===== src/rtl/snake_pkg.sv =====
`default_nettype none
// ============================================================================
// Module   : snake_pkg
// Brief    : Shared playfield geometry, respawn margin and scan FSM states.
// Revision : 1.0 - initial release
// ============================================================================
package snake_pkg;

  localparam int COORD_WIDTH    = 10;
  localparam int LENGTH_WIDTH   = 6;
  localparam int DISPLAY_WIDTH  = 64;
  localparam int DISPLAY_HEIGHT = 48;
  localparam int RESPAWN_MARGIN = 2;

  typedef enum logic [2:0] {
    ST_IDLE    = 3'd0,
    ST_BOUND   = 3'd1,
    ST_SCAN    = 3'd2,
    ST_RESOLVE = 3'd3,
    ST_OVER    = 3'd4
  } state_t;

endpackage
`default_nettype wire


===== src/rtl/collision_scan_ctrl_if.sv =====
`default_nettype none
// ============================================================================
// Module   : collision_scan_ctrl_if
// Brief    : Tick request, body-memory read port and check results.
// Revision : 1.0 - initial release
// ============================================================================
interface collision_scan_ctrl_if;
  import snake_pkg::*;

  logic                    tick;
  logic [COORD_WIDTH-1:0]  head_x;
  logic [COORD_WIDTH-1:0]  head_y;
  logic [LENGTH_WIDTH-1:0] snake_length;
  logic [LENGTH_WIDTH-1:0] body_rd_addr;
  logic [COORD_WIDTH-1:0]  body_rd_x;
  logic [COORD_WIDTH-1:0]  body_rd_y;
  logic [15:0]             rand_word;
  logic                    busy;
  logic                    done;
  logic                    collision;
  logic [2:0]              lives;
  logic [LENGTH_WIDTH-1:0] length_out;
  logic                    respawn_valid;
  logic [COORD_WIDTH-1:0]  respawn_x;
  logic [COORD_WIDTH-1:0]  respawn_y;
  logic                    game_over;
  logic                    tick_overrun;

  modport master (
    output tick, head_x, head_y, snake_length, body_rd_x, body_rd_y, rand_word,
    input  body_rd_addr, busy, done, collision, lives, length_out,
    input  respawn_valid, respawn_x, respawn_y, game_over, tick_overrun
  );

  modport slave (
    input  tick, head_x, head_y, snake_length, body_rd_x, body_rd_y, rand_word,
    output body_rd_addr, busy, done, collision, lives, length_out,
    output respawn_valid, respawn_x, respawn_y, game_over, tick_overrun
  );

endinterface
`default_nettype wire


===== src/rtl/spawn_mapper.sv =====
`default_nettype none
// ============================================================================
// Module   : spawn_mapper
// Brief    : Maps a random word to a playfield coordinate inside the margin.
// Revision : 1.0 - initial release
// ============================================================================
module spawn_mapper
  import snake_pkg::*;
(
  input  logic [15:0]            i_rand,
  output logic [COORD_WIDTH-1:0] o_x,
  output logic [COORD_WIDTH-1:0] o_y
);

  localparam logic [7:0] c_x_span = 8'(DISPLAY_WIDTH - 2 * RESPAWN_MARGIN);
  localparam logic [7:0] c_y_span = 8'(DISPLAY_HEIGHT - 2 * RESPAWN_MARGIN);

  logic [7:0] w_mod_x;
  logic [7:0] w_mod_y;

  assign w_mod_x = i_rand[7:0] % c_x_span;
  assign w_mod_y = i_rand[15:8] % c_y_span;
  assign o_x     = COORD_WIDTH'(w_mod_x) + COORD_WIDTH'(RESPAWN_MARGIN);
  assign o_y     = COORD_WIDTH'(w_mod_y) + COORD_WIDTH'(RESPAWN_MARGIN);

endmodule
`default_nettype wire


===== src/rtl/collision_scan_ctrl.sv =====
`default_nettype none
// ============================================================================
// Module   : collision_scan_ctrl
// Brief    : Multi-cycle per-tick collision scan; SNAKE_SELF_COLLISION_EN
//            enables the body-segment walk, otherwise boundary check only.
// Revision : 1.0 - initial release
// ============================================================================
module collision_scan_ctrl
  import snake_pkg::*;
#(
  parameter logic [2:0] INIT_LIVES = 3'd3
) (
  input  logic                  clk,
  input  logic                  reset,
  collision_scan_ctrl_if.slave  bus
);

  state_t                  r_state, w_state_nxt;
  logic [COORD_WIDTH-1:0]  r_head_x, w_head_x_nxt, r_head_y, w_head_y_nxt;
  logic [LENGTH_WIDTH-1:0] r_len, w_len_nxt;
  logic                    r_hit, w_hit_nxt;
  logic                    r_busy, w_busy_nxt;
  logic                    r_done, w_done_nxt;
  logic                    r_collision, w_collision_nxt;
  logic [2:0]              r_lives, w_lives_nxt;
  logic [LENGTH_WIDTH-1:0] r_length_out, w_length_out_nxt;
  logic                    r_resp_vld, w_resp_vld_nxt;
  logic [COORD_WIDTH-1:0]  r_resp_x, w_resp_x_nxt, r_resp_y, w_resp_y_nxt;
  logic                    r_game_over, w_game_over_nxt;
  logic                    r_overrun, w_overrun_nxt;
  logic                    w_bound_hit;
  logic [COORD_WIDTH-1:0]  w_spawn_x, w_spawn_y;

`ifdef SNAKE_SELF_COLLISION_EN
  // r_cmp_idx names the segment whose data is on body_rd_x/y this cycle
  logic [LENGTH_WIDTH-1:0] r_addr, w_addr_nxt, r_cmp_idx, w_cmp_idx_nxt;
  logic                    r_cmp_vld, w_cmp_vld_nxt;
  logic                    w_seg_match;
  assign w_seg_match      = (bus.body_rd_x == r_head_x) && (bus.body_rd_y == r_head_y);
  assign bus.body_rd_addr = r_addr;
`else
  logic w_unused_body;
  assign w_unused_body    = ^{bus.body_rd_x, bus.body_rd_y};
  assign bus.body_rd_addr = '0;
`endif

  assign w_bound_hit = (r_head_x == '0) || (r_head_y == '0) ||
                       (r_head_x >= COORD_WIDTH'(DISPLAY_WIDTH)) ||
                       (r_head_y >= COORD_WIDTH'(DISPLAY_HEIGHT));

  spawn_mapper u_spawn (
    .i_rand (bus.rand_word),
    .o_x    (w_spawn_x),
    .o_y    (w_spawn_y)
  );

  always_comb begin
    w_state_nxt      = r_state;
    w_head_x_nxt     = r_head_x;
    w_head_y_nxt     = r_head_y;
    w_len_nxt        = r_len;
    w_hit_nxt        = r_hit;
    w_done_nxt       = 1'b0;
    w_collision_nxt  = r_collision;
    w_lives_nxt      = r_lives;
    w_length_out_nxt = r_length_out;
    w_resp_vld_nxt   = 1'b0;
    w_resp_x_nxt     = r_resp_x;
    w_resp_y_nxt     = r_resp_y;
    w_game_over_nxt  = r_game_over;
    w_overrun_nxt    = bus.tick && r_busy;
`ifdef SNAKE_SELF_COLLISION_EN
    w_addr_nxt       = r_addr;
    w_cmp_vld_nxt    = 1'b0;
    w_cmp_idx_nxt    = r_addr;
`endif
    case (r_state)
      ST_IDLE: begin
        if (bus.tick) begin
          w_head_x_nxt = bus.head_x;
          w_head_y_nxt = bus.head_y;
          w_len_nxt    = bus.snake_length;
          w_state_nxt  = ST_BOUND;
        end
      end
      ST_BOUND: begin
        w_hit_nxt = w_bound_hit;
`ifdef SNAKE_SELF_COLLISION_EN
        if (w_bound_hit || (r_len <= LENGTH_WIDTH'(1))) begin
          w_state_nxt = ST_RESOLVE;
        end else begin
          w_state_nxt = ST_SCAN;
          w_addr_nxt  = LENGTH_WIDTH'(1);
        end
`else
        w_state_nxt = ST_RESOLVE;
`endif
      end
`ifdef SNAKE_SELF_COLLISION_EN
      ST_SCAN: begin
        if (r_cmp_vld && w_seg_match) begin
          w_hit_nxt   = 1'b1;
          w_addr_nxt  = r_cmp_idx;
          w_state_nxt = ST_RESOLVE;
        end else if (r_cmp_vld && (r_cmp_idx == r_len - LENGTH_WIDTH'(1))) begin
          w_state_nxt = ST_RESOLVE;
        end else begin
          w_cmp_vld_nxt = 1'b1;
          w_cmp_idx_nxt = r_addr;
          if (r_addr != r_len - LENGTH_WIDTH'(1)) begin
            w_addr_nxt = r_addr + LENGTH_WIDTH'(1);
          end
        end
      end
`endif
      ST_RESOLVE: begin
        w_done_nxt      = 1'b1;
        w_collision_nxt = r_hit;
        w_state_nxt     = ST_IDLE;
        if (r_hit) begin
          w_lives_nxt      = (r_lives == 3'd0) ? 3'd0 : r_lives - 3'd1;
          w_length_out_nxt = LENGTH_WIDTH'(1);
          w_resp_vld_nxt   = 1'b1;
          w_resp_x_nxt     = w_spawn_x;
          w_resp_y_nxt     = w_spawn_y;
          if (r_lives <= 3'd1) begin
            w_game_over_nxt = 1'b1;
            w_state_nxt     = ST_OVER;
          end
        end else begin
          w_length_out_nxt = r_len;
        end
      end
      ST_OVER: begin
        w_state_nxt = ST_OVER;
      end
      default: begin
        w_state_nxt = ST_IDLE;
      end
    endcase
    w_busy_nxt = (w_state_nxt != ST_IDLE) && (w_state_nxt != ST_OVER);
  end

  always_ff @(posedge clk) begin
    if (reset) begin
      r_state      <= ST_IDLE;
      r_head_x     <= '0;
      r_head_y     <= '0;
      r_len        <= '0;
      r_hit        <= 1'b0;
      r_busy       <= 1'b0;
      r_done       <= 1'b0;
      r_collision  <= 1'b0;
      r_lives      <= INIT_LIVES;
      r_length_out <= LENGTH_WIDTH'(1);
      r_resp_vld   <= 1'b0;
      r_resp_x     <= '0;
      r_resp_y     <= '0;
      r_game_over  <= 1'b0;
      r_overrun    <= 1'b0;
`ifdef SNAKE_SELF_COLLISION_EN
      r_addr       <= '0;
      r_cmp_idx    <= '0;
      r_cmp_vld    <= 1'b0;
`endif
    end else begin
      r_state      <= w_state_nxt;
      r_head_x     <= w_head_x_nxt;
      r_head_y     <= w_head_y_nxt;
      r_len        <= w_len_nxt;
      r_hit        <= w_hit_nxt;
      r_busy       <= w_busy_nxt;
      r_done       <= w_done_nxt;
      r_collision  <= w_collision_nxt;
      r_lives      <= w_lives_nxt;
      r_length_out <= w_length_out_nxt;
      r_resp_vld   <= w_resp_vld_nxt;
      r_resp_x     <= w_resp_x_nxt;
      r_resp_y     <= w_resp_y_nxt;
      r_game_over  <= w_game_over_nxt;
      r_overrun    <= w_overrun_nxt;
`ifdef SNAKE_SELF_COLLISION_EN
      r_addr       <= w_addr_nxt;
      r_cmp_idx    <= w_cmp_idx_nxt;
      r_cmp_vld    <= w_cmp_vld_nxt;
`endif
    end
  end

  assign bus.busy          = r_busy;
  assign bus.done          = r_done;
  assign bus.collision     = r_collision;
  assign bus.lives         = r_lives;
  assign bus.length_out    = r_length_out;
  assign bus.respawn_valid = r_resp_vld;
  assign bus.respawn_x     = r_resp_x;
  assign bus.respawn_y     = r_resp_y;
  assign bus.game_over     = r_game_over;
  assign bus.tick_overrun  = r_overrun;

endmodule
`default_nettype wire


===== src/flat_wrapper.sv =====
// flat-port wrapper written by rule: the top's interface ports become plain ports
module collision_scan_ctrl_flat import snake_pkg::*;
#(
  parameter logic [2:0] INIT_LIVES = 3'd3
)
  (clk, reset, bus_tick, bus_head_x, bus_head_y, bus_snake_length, bus_body_rd_x, bus_body_rd_y, bus_rand_word, bus_body_rd_addr, bus_busy, bus_done, bus_collision, bus_lives, bus_length_out, bus_respawn_valid, bus_respawn_x, bus_respawn_y, bus_game_over, bus_tick_overrun);
  collision_scan_ctrl_if bus_i ();
  input  logic clk;
  input  logic reset;
  input wire logic [$bits(bus_i.tick)-1:0] bus_tick;
  input wire logic [$bits(bus_i.head_x)-1:0] bus_head_x;
  input wire logic [$bits(bus_i.head_y)-1:0] bus_head_y;
  input wire logic [$bits(bus_i.snake_length)-1:0] bus_snake_length;
  input wire logic [$bits(bus_i.body_rd_x)-1:0] bus_body_rd_x;
  input wire logic [$bits(bus_i.body_rd_y)-1:0] bus_body_rd_y;
  input wire logic [$bits(bus_i.rand_word)-1:0] bus_rand_word;
  output wire logic [$bits(bus_i.body_rd_addr)-1:0] bus_body_rd_addr;
  output wire logic [$bits(bus_i.busy)-1:0] bus_busy;
  output wire logic [$bits(bus_i.done)-1:0] bus_done;
  output wire logic [$bits(bus_i.collision)-1:0] bus_collision;
  output wire logic [$bits(bus_i.lives)-1:0] bus_lives;
  output wire logic [$bits(bus_i.length_out)-1:0] bus_length_out;
  output wire logic [$bits(bus_i.respawn_valid)-1:0] bus_respawn_valid;
  output wire logic [$bits(bus_i.respawn_x)-1:0] bus_respawn_x;
  output wire logic [$bits(bus_i.respawn_y)-1:0] bus_respawn_y;
  output wire logic [$bits(bus_i.game_over)-1:0] bus_game_over;
  output wire logic [$bits(bus_i.tick_overrun)-1:0] bus_tick_overrun;
  assign bus_i.tick = bus_tick;
  assign bus_i.head_x = bus_head_x;
  assign bus_i.head_y = bus_head_y;
  assign bus_i.snake_length = bus_snake_length;
  assign bus_i.body_rd_x = bus_body_rd_x;
  assign bus_i.body_rd_y = bus_body_rd_y;
  assign bus_i.rand_word = bus_rand_word;
  assign bus_body_rd_addr = bus_i.body_rd_addr;
  assign bus_busy = bus_i.busy;
  assign bus_done = bus_i.done;
  assign bus_collision = bus_i.collision;
  assign bus_lives = bus_i.lives;
  assign bus_length_out = bus_i.length_out;
  assign bus_respawn_valid = bus_i.respawn_valid;
  assign bus_respawn_x = bus_i.respawn_x;
  assign bus_respawn_y = bus_i.respawn_y;
  assign bus_game_over = bus_i.game_over;
  assign bus_tick_overrun = bus_i.tick_overrun;
  collision_scan_ctrl #(.INIT_LIVES(INIT_LIVES)) u_core (.clk(clk), .reset(reset), .bus(bus_i));
endmodule

===== config.mk =====
export PLATFORM = sky130hd
export DESIGN_NAME = collision_scan_ctrl_flat
export DESIGN_NICKNAME = d
export VERILOG_FILES = /design/src/rtl/snake_pkg.sv /design/src/rtl/collision_scan_ctrl_if.sv /design/src/rtl/spawn_mapper.sv /design/src/rtl/collision_scan_ctrl.sv /design/src/flat_wrapper.sv
export SDC_FILE = /design/constraint.sdc
export NUM_CORES = 1
export LEC_CHECK = 0
export CORE_MARGIN = 8
export CORE_UTILIZATION = 46
export CTS_CLUSTER_SIZE = 40
export DETAILED_ROUTE_END_ITERATION = 6
export GPL_TIMING_DRIVEN = 1
export PLACE_DENSITY = 0.8
export SYNTH_ARGS = -nofsm -noshare
export SYNTH_HDL_FRONTEND = slang
export SYNTH_SLANG_ARGS = --single-unit
export TNS_END_PERCENT = 5

===== constraint.sdc =====
create_clock -name clk -period 3 [get_ports clk]
set_input_delay 0.3 -clock clk [delete_from_list [all_inputs] [get_ports clk]]
set_output_delay 0.3 -clock clk [all_outputs]
set_load 0.01 [all_outputs]

==> results by group <==
Critical path
  – Worst R2R Setup Slack: a little over 800 ps
  – Number of cell instances on the worst register-to-register path: 6
  – Cell Chain, Critical Path: clkdlybuf4s50_1 > o21ai_4 > mux2_4 > or3_4 > and2_4 > o21ai_2 > nor2_1 > a21oi_1 > ha_2 > nand3_1 > a211oi_1 > o21ai_0 > a32oi_1 > o21ai_1
  – CP Class: primary input to flip-flop
  – Launching point of the worst reg2reg path: u_core.r_state[0]
  – Required time at the worst-slack endpoint: 3230 ps
  – Endpoint of the lowest-slack register-to-register path: u_core.bus.respawn_y[5]
  – CP max stage cell: sky130_fd_sc_hd__clkdlybuf4s50_1
  – Crit path largest cell delay: between 400 and 500 ps
  – Endpoint kind of the worst setup timing path: flip-flop
  – Maximum fanout along the worst path: 6
  – Worst endpoint data arrival time: 3040 ps
  – CP startpoint kind: primary input

Layout
  – Area delta synth->final: 37.5%
  – Register area: about 1300 sq um
  – Antenna Cells: 0
  – Count of filler cells inserted in the layout: 608
  – Total number of nets in the final design: between 500 and 600
  – Layout cells sized above 1: between 10% and 20%
  – Multi-input gate area in the final layout: approximately 1900 sq um

Clocking
  – Clock Latency Late Sink: approximately 340 ps
  – Reg clk slew, reported paths: 70 ps
  – Post-CTS Hold Buffers: 0
  – Clock buffer depth: 2
  – CTS H-tree depth: 3
  – Clock buffer count from CTS: 9
  – Clock tree from TritonCTS: built
  – Clock tree sinks: 63
  – Buffer cell driving the clock tree root: sky130_fd_sc_hd__clkbuf_8

STA
  – Final worst hold slack: a little over 400 ps
  – Worst clock skew: 7.16 ps
  – Final Max Tran Viols: 0
  – Maximum clock frequency: 0.355 GHz
  – Final min period: 2810 ps
  – Number of setup violations in the final report: 0
  – Final count of hold timing violations: 0
  – Tightest slew margin relative to the limit: 65.1%
  – Worst-margin pin slew: 523 ps
  – Tcrit/Tclk final: 93.8%
  – Unrepaired setup endpoints after global routing: false

Route
  – Iter 0 DRT Violations: about 140
  – Number of detailed-route iterations in the first pass: 4
  – Antenna violation net count after detailed routing: 0
  – Via count: between 3,000 and 4,000
  – DRC violation count after routing: 0
  – DR vias/cell: approximately 5.3
  – Average wire per cell in the routed design: 14.1 microns
  – Drt total wl: about 8600 microns

Floorplanning
  – Number of placement rows: 30
  – Total die area: roughly 10,000 sq um
  – Horizontal die dimension: ~100 microns
  – Core area: approximately 6800 sq um
  – Starting density of the core: a little under half
  – Number of ports placed on the die boundary: ~110
  – Die Height: between 100 and 150 microns

Synth
  – Count of mapped cells out of synthesis: roughly 410
  – Cell accounting for the most synthesized area: sky130_fd_sc_hd__dfxtp_1
  – Synthesized flop and latch total: 63
  – Mapped Avg Cell Area: between 7 and 8 sq um
  – Ys async rst share: 0%
  – Syn Std Cell Area: approximately 3300 sq um
  – Dominant cells by area after synthesis: sky130_fd_sc_hd__dfxtp_1 (39%), sky130_fd_sc_hd__nand2_1 (10%), sky130_fd_sc_hd__a21oi_1 (7.8%)
  – Number of library cell types mapped by synthesis: 66
  – Share of the synthesized area in the top cell type: roughly 39%
  – Sequential fraction of the synthesis area: between 30% and 40%
  – Most used DFF post-synth: sky130_fd_sc_hd__dfxtp_1
  – Number of flops mapped to enable cells by yosys: 0
  – Number of synthesis warnings: 0

Placement
  – Number of buffers inserted by port buffering: 77
  – Estimated wirelength of the detail-placed design: between 6000 and 7000 microns
  – RD Place Congestion: between 0.8 and 0.9

Power
  – Leakage dissipation: 1.78 nW
  – IR drop worst, VDD: 392 uV
  – Power density over the cells: roughly 450 nW/um^2
  – Overall power: 0.00200 W

Run
  – Max-cap violations: 0

Global route
  – Overflow left after global routing: 0
  – Largest net degree at the start of global routing: 35
  – Initial antenna violation count: 0
  – Global Route Usage Sum: 16.8%
  – Vias in the first global route: around 3,000
  – Global-route wire length before repair: roughly 14,000 microns

Worst hold path
  – End point of the worst hold path: u_core.r_state[2]
  – Hold Path Stages: 2
  – Launch instance of the worst min-delay path: reset
  – Class of the tightest hold or removal check: primary input to flip-flop

Outcome
  – Outcome: finished, final reports clean
flip-flops by register name, indices dropped and copies added, names as in the netlist:
| name | cells |
|---|---|
| u_core.bus.done | 1 |
| u_core.r_len | 6 |
| u_core.r_state | 3 |
| u_core.bus.collision | 1 |
| u_core.bus.length_out | 6 |
| u_core.bus.game_over | 1 |
| u_core.bus.busy | 1 |
| u_core.bus.tick_overrun | 1 |
| u_core.r_head_x | 10 |
| u_core.bus.respawn_x | 9 |
| u_core.r_hit | 1 |
| u_core.bus.respawn_valid | 1 |
| u_core.bus.respawn_y | 9 |
| u_core.bus.lives | 3 |
| u_core.r_head_y | 10 |
how the worst max path moves through the flow:
stage / from / end / slack, ps / cells after the start
4_1_cts: bus_rand_word[12] / u_core.bus.respawn_y[5] / 20 / 15
5_1_grt: bus_rand_word[14] / u_core.bus.respawn_y[5] / 70 / 14
3_5_place_dp: bus_rand_word[12] / u_core.bus.respawn_y[5] / -330 / 15
2_1_floorplan: bus_rand_word[12] / u_core.bus.respawn_y[5] / 260 / 14
3_3_place_gp: bus_rand_word[12] / u_core.bus.respawn_y[5] / -240 / 15
6_report: bus_rand_word[14] / u_core.bus.respawn_y[5] / 190 / 14
power breakdown:
group          total (W)  switching (W)  leakage, nW  internal, W
registers       0.000882      0.0000165        0.512     0.000866
logic           0.000400       0.000205         1.17     0.000195
clock network   0.000722       0.000321       0.0981     0.000401
critical path, delay by kind of cell:
kind | cells | cell delay (ps)
AND/OR/NAND/NOR | 4 | 680
AO/OA/AOI/OAI | 7 | 990
multiplexers | 1 | 320
adder cells (fa/ha/maj) | 1 | 250
buffers and inverters | 1 | 490
kinds of logic after synthesis:
group,synth area share [%]
buf+inv,7.01
mux,2.07
other cells,0.115
xor+xnor,1.61
flops,38.6
compound gates,22.5
simple gates,26.1
fa+ha+maj,1.92
through the flow:
stage	util, %	setup TNS (ps)	cell area (sq um)	instances	setup WS, ps
finish	65.7	0	4490	607	187
detailed placement	61.8	-620	4220	588	-331
floorplan	-	0	3290	418	258
global route	65.7	0	4490	607	71.9
CTS	64.7	0	4420	604	24.2
global placement	61.8	-439	4220	588	-238
routing by layer:
layer	global-route usage, %	vias up	routed length [microns]
li1	-	1598	-
met1	19.4	1489	3710
met2	28.7	91	4240
met3	5.40	10	535
met4	5.35	0	101
met5	0	-	0
layout by cell type, fill, tap and decap left out, types with 4 or more instances in the layout:
| cell | count |
|---|---|
| sky130_fd_sc_hd__buf_4 | 31 |
| sky130_fd_sc_hd__nand3_1 | 7 |
| sky130_fd_sc_hd__and3_1 | 6 |
| sky130_fd_sc_hd__nand2_1 | 90 |
| sky130_fd_sc_hd__nor3_1 | 6 |
| sky130_fd_sc_hd__a21oi_1 | 51 |
| sky130_fd_sc_hd__o21ai_0 | 15 |
| sky130_fd_sc_hd__xnor2_1 | 4 |
| sky130_fd_sc_hd__dfxtp_1 | 63 |
| sky130_fd_sc_hd__a211oi_1 | 7 |
| sky130_fd_sc_hd__and2_1 | 8 |
| sky130_fd_sc_hd__clkdlybuf4s50_1 | 74 |
| sky130_fd_sc_hd__nor2_1 | 28 |
| sky130_fd_sc_hd__clkbuf_8 | 10 |
| sky130_fd_sc_hd__nor4_1 | 4 |
| sky130_fd_sc_hd__conb_1 | 8 |
| sky130_fd_sc_hd__o211ai_1 | 4 |
| sky130_fd_sc_hd__inv_1 | 9 |
synth_stat cells, types with 3 or more instances:
cell type,instances
sky130_fd_sc_hd__nand2_1,90
sky130_fd_sc_hd__dfxtp_1,63
sky130_fd_sc_hd__a21oi_1,51
sky130_fd_sc_hd__nor2_1,28
sky130_fd_sc_hd__clkbuf_1,16
sky130_fd_sc_hd__o21ai_0,15
sky130_fd_sc_hd__buf_4,10
sky130_fd_sc_hd__inv_1,9
sky130_fd_sc_hd__and2_1,8
sky130_fd_sc_hd__a211oi_1,7
sky130_fd_sc_hd__nand3_1,7
sky130_fd_sc_hd__and3_1,6
sky130_fd_sc_hd__nor3_1,6
sky130_fd_sc_hd__ha_1,5
sky130_fd_sc_hd__nor4_1,4
sky130_fd_sc_hd__o211ai_1,4
sky130_fd_sc_hd__o21ai_1,4
sky130_fd_sc_hd__xnor2_1,4
sky130_fd_sc_hd__a21oi_2,3
sky130_fd_sc_hd__buf_2,3
sky130_fd_sc_hd__buf_6,3
sky130_fd_sc_hd__mux2i_1,3
sky130_fd_sc_hd__nand3b_1,3
sky130_fd_sc_hd__nor2b_1,3
cell type report:
| cell class | instances | area share (%) |
|---|---|---|
| timing repair buffer | 110 | 22.7 |
| tap | 96 | 2.68 |
| clock inverter | 6 | 1.34 |
| multi-input combinational | 312 | 41.3 |
| clock buffer | 10 | 3.07 |
| inverter | 10 | 0.836 |
| sequential | 63 | 28.1 |
repair_timing:
action / CTS / global route
setup endpoints to repair: 0 / 2
setup buffers: 0 / 2
gates resized for setup: 0 / 11
Power figures use the tool's default switching activity.
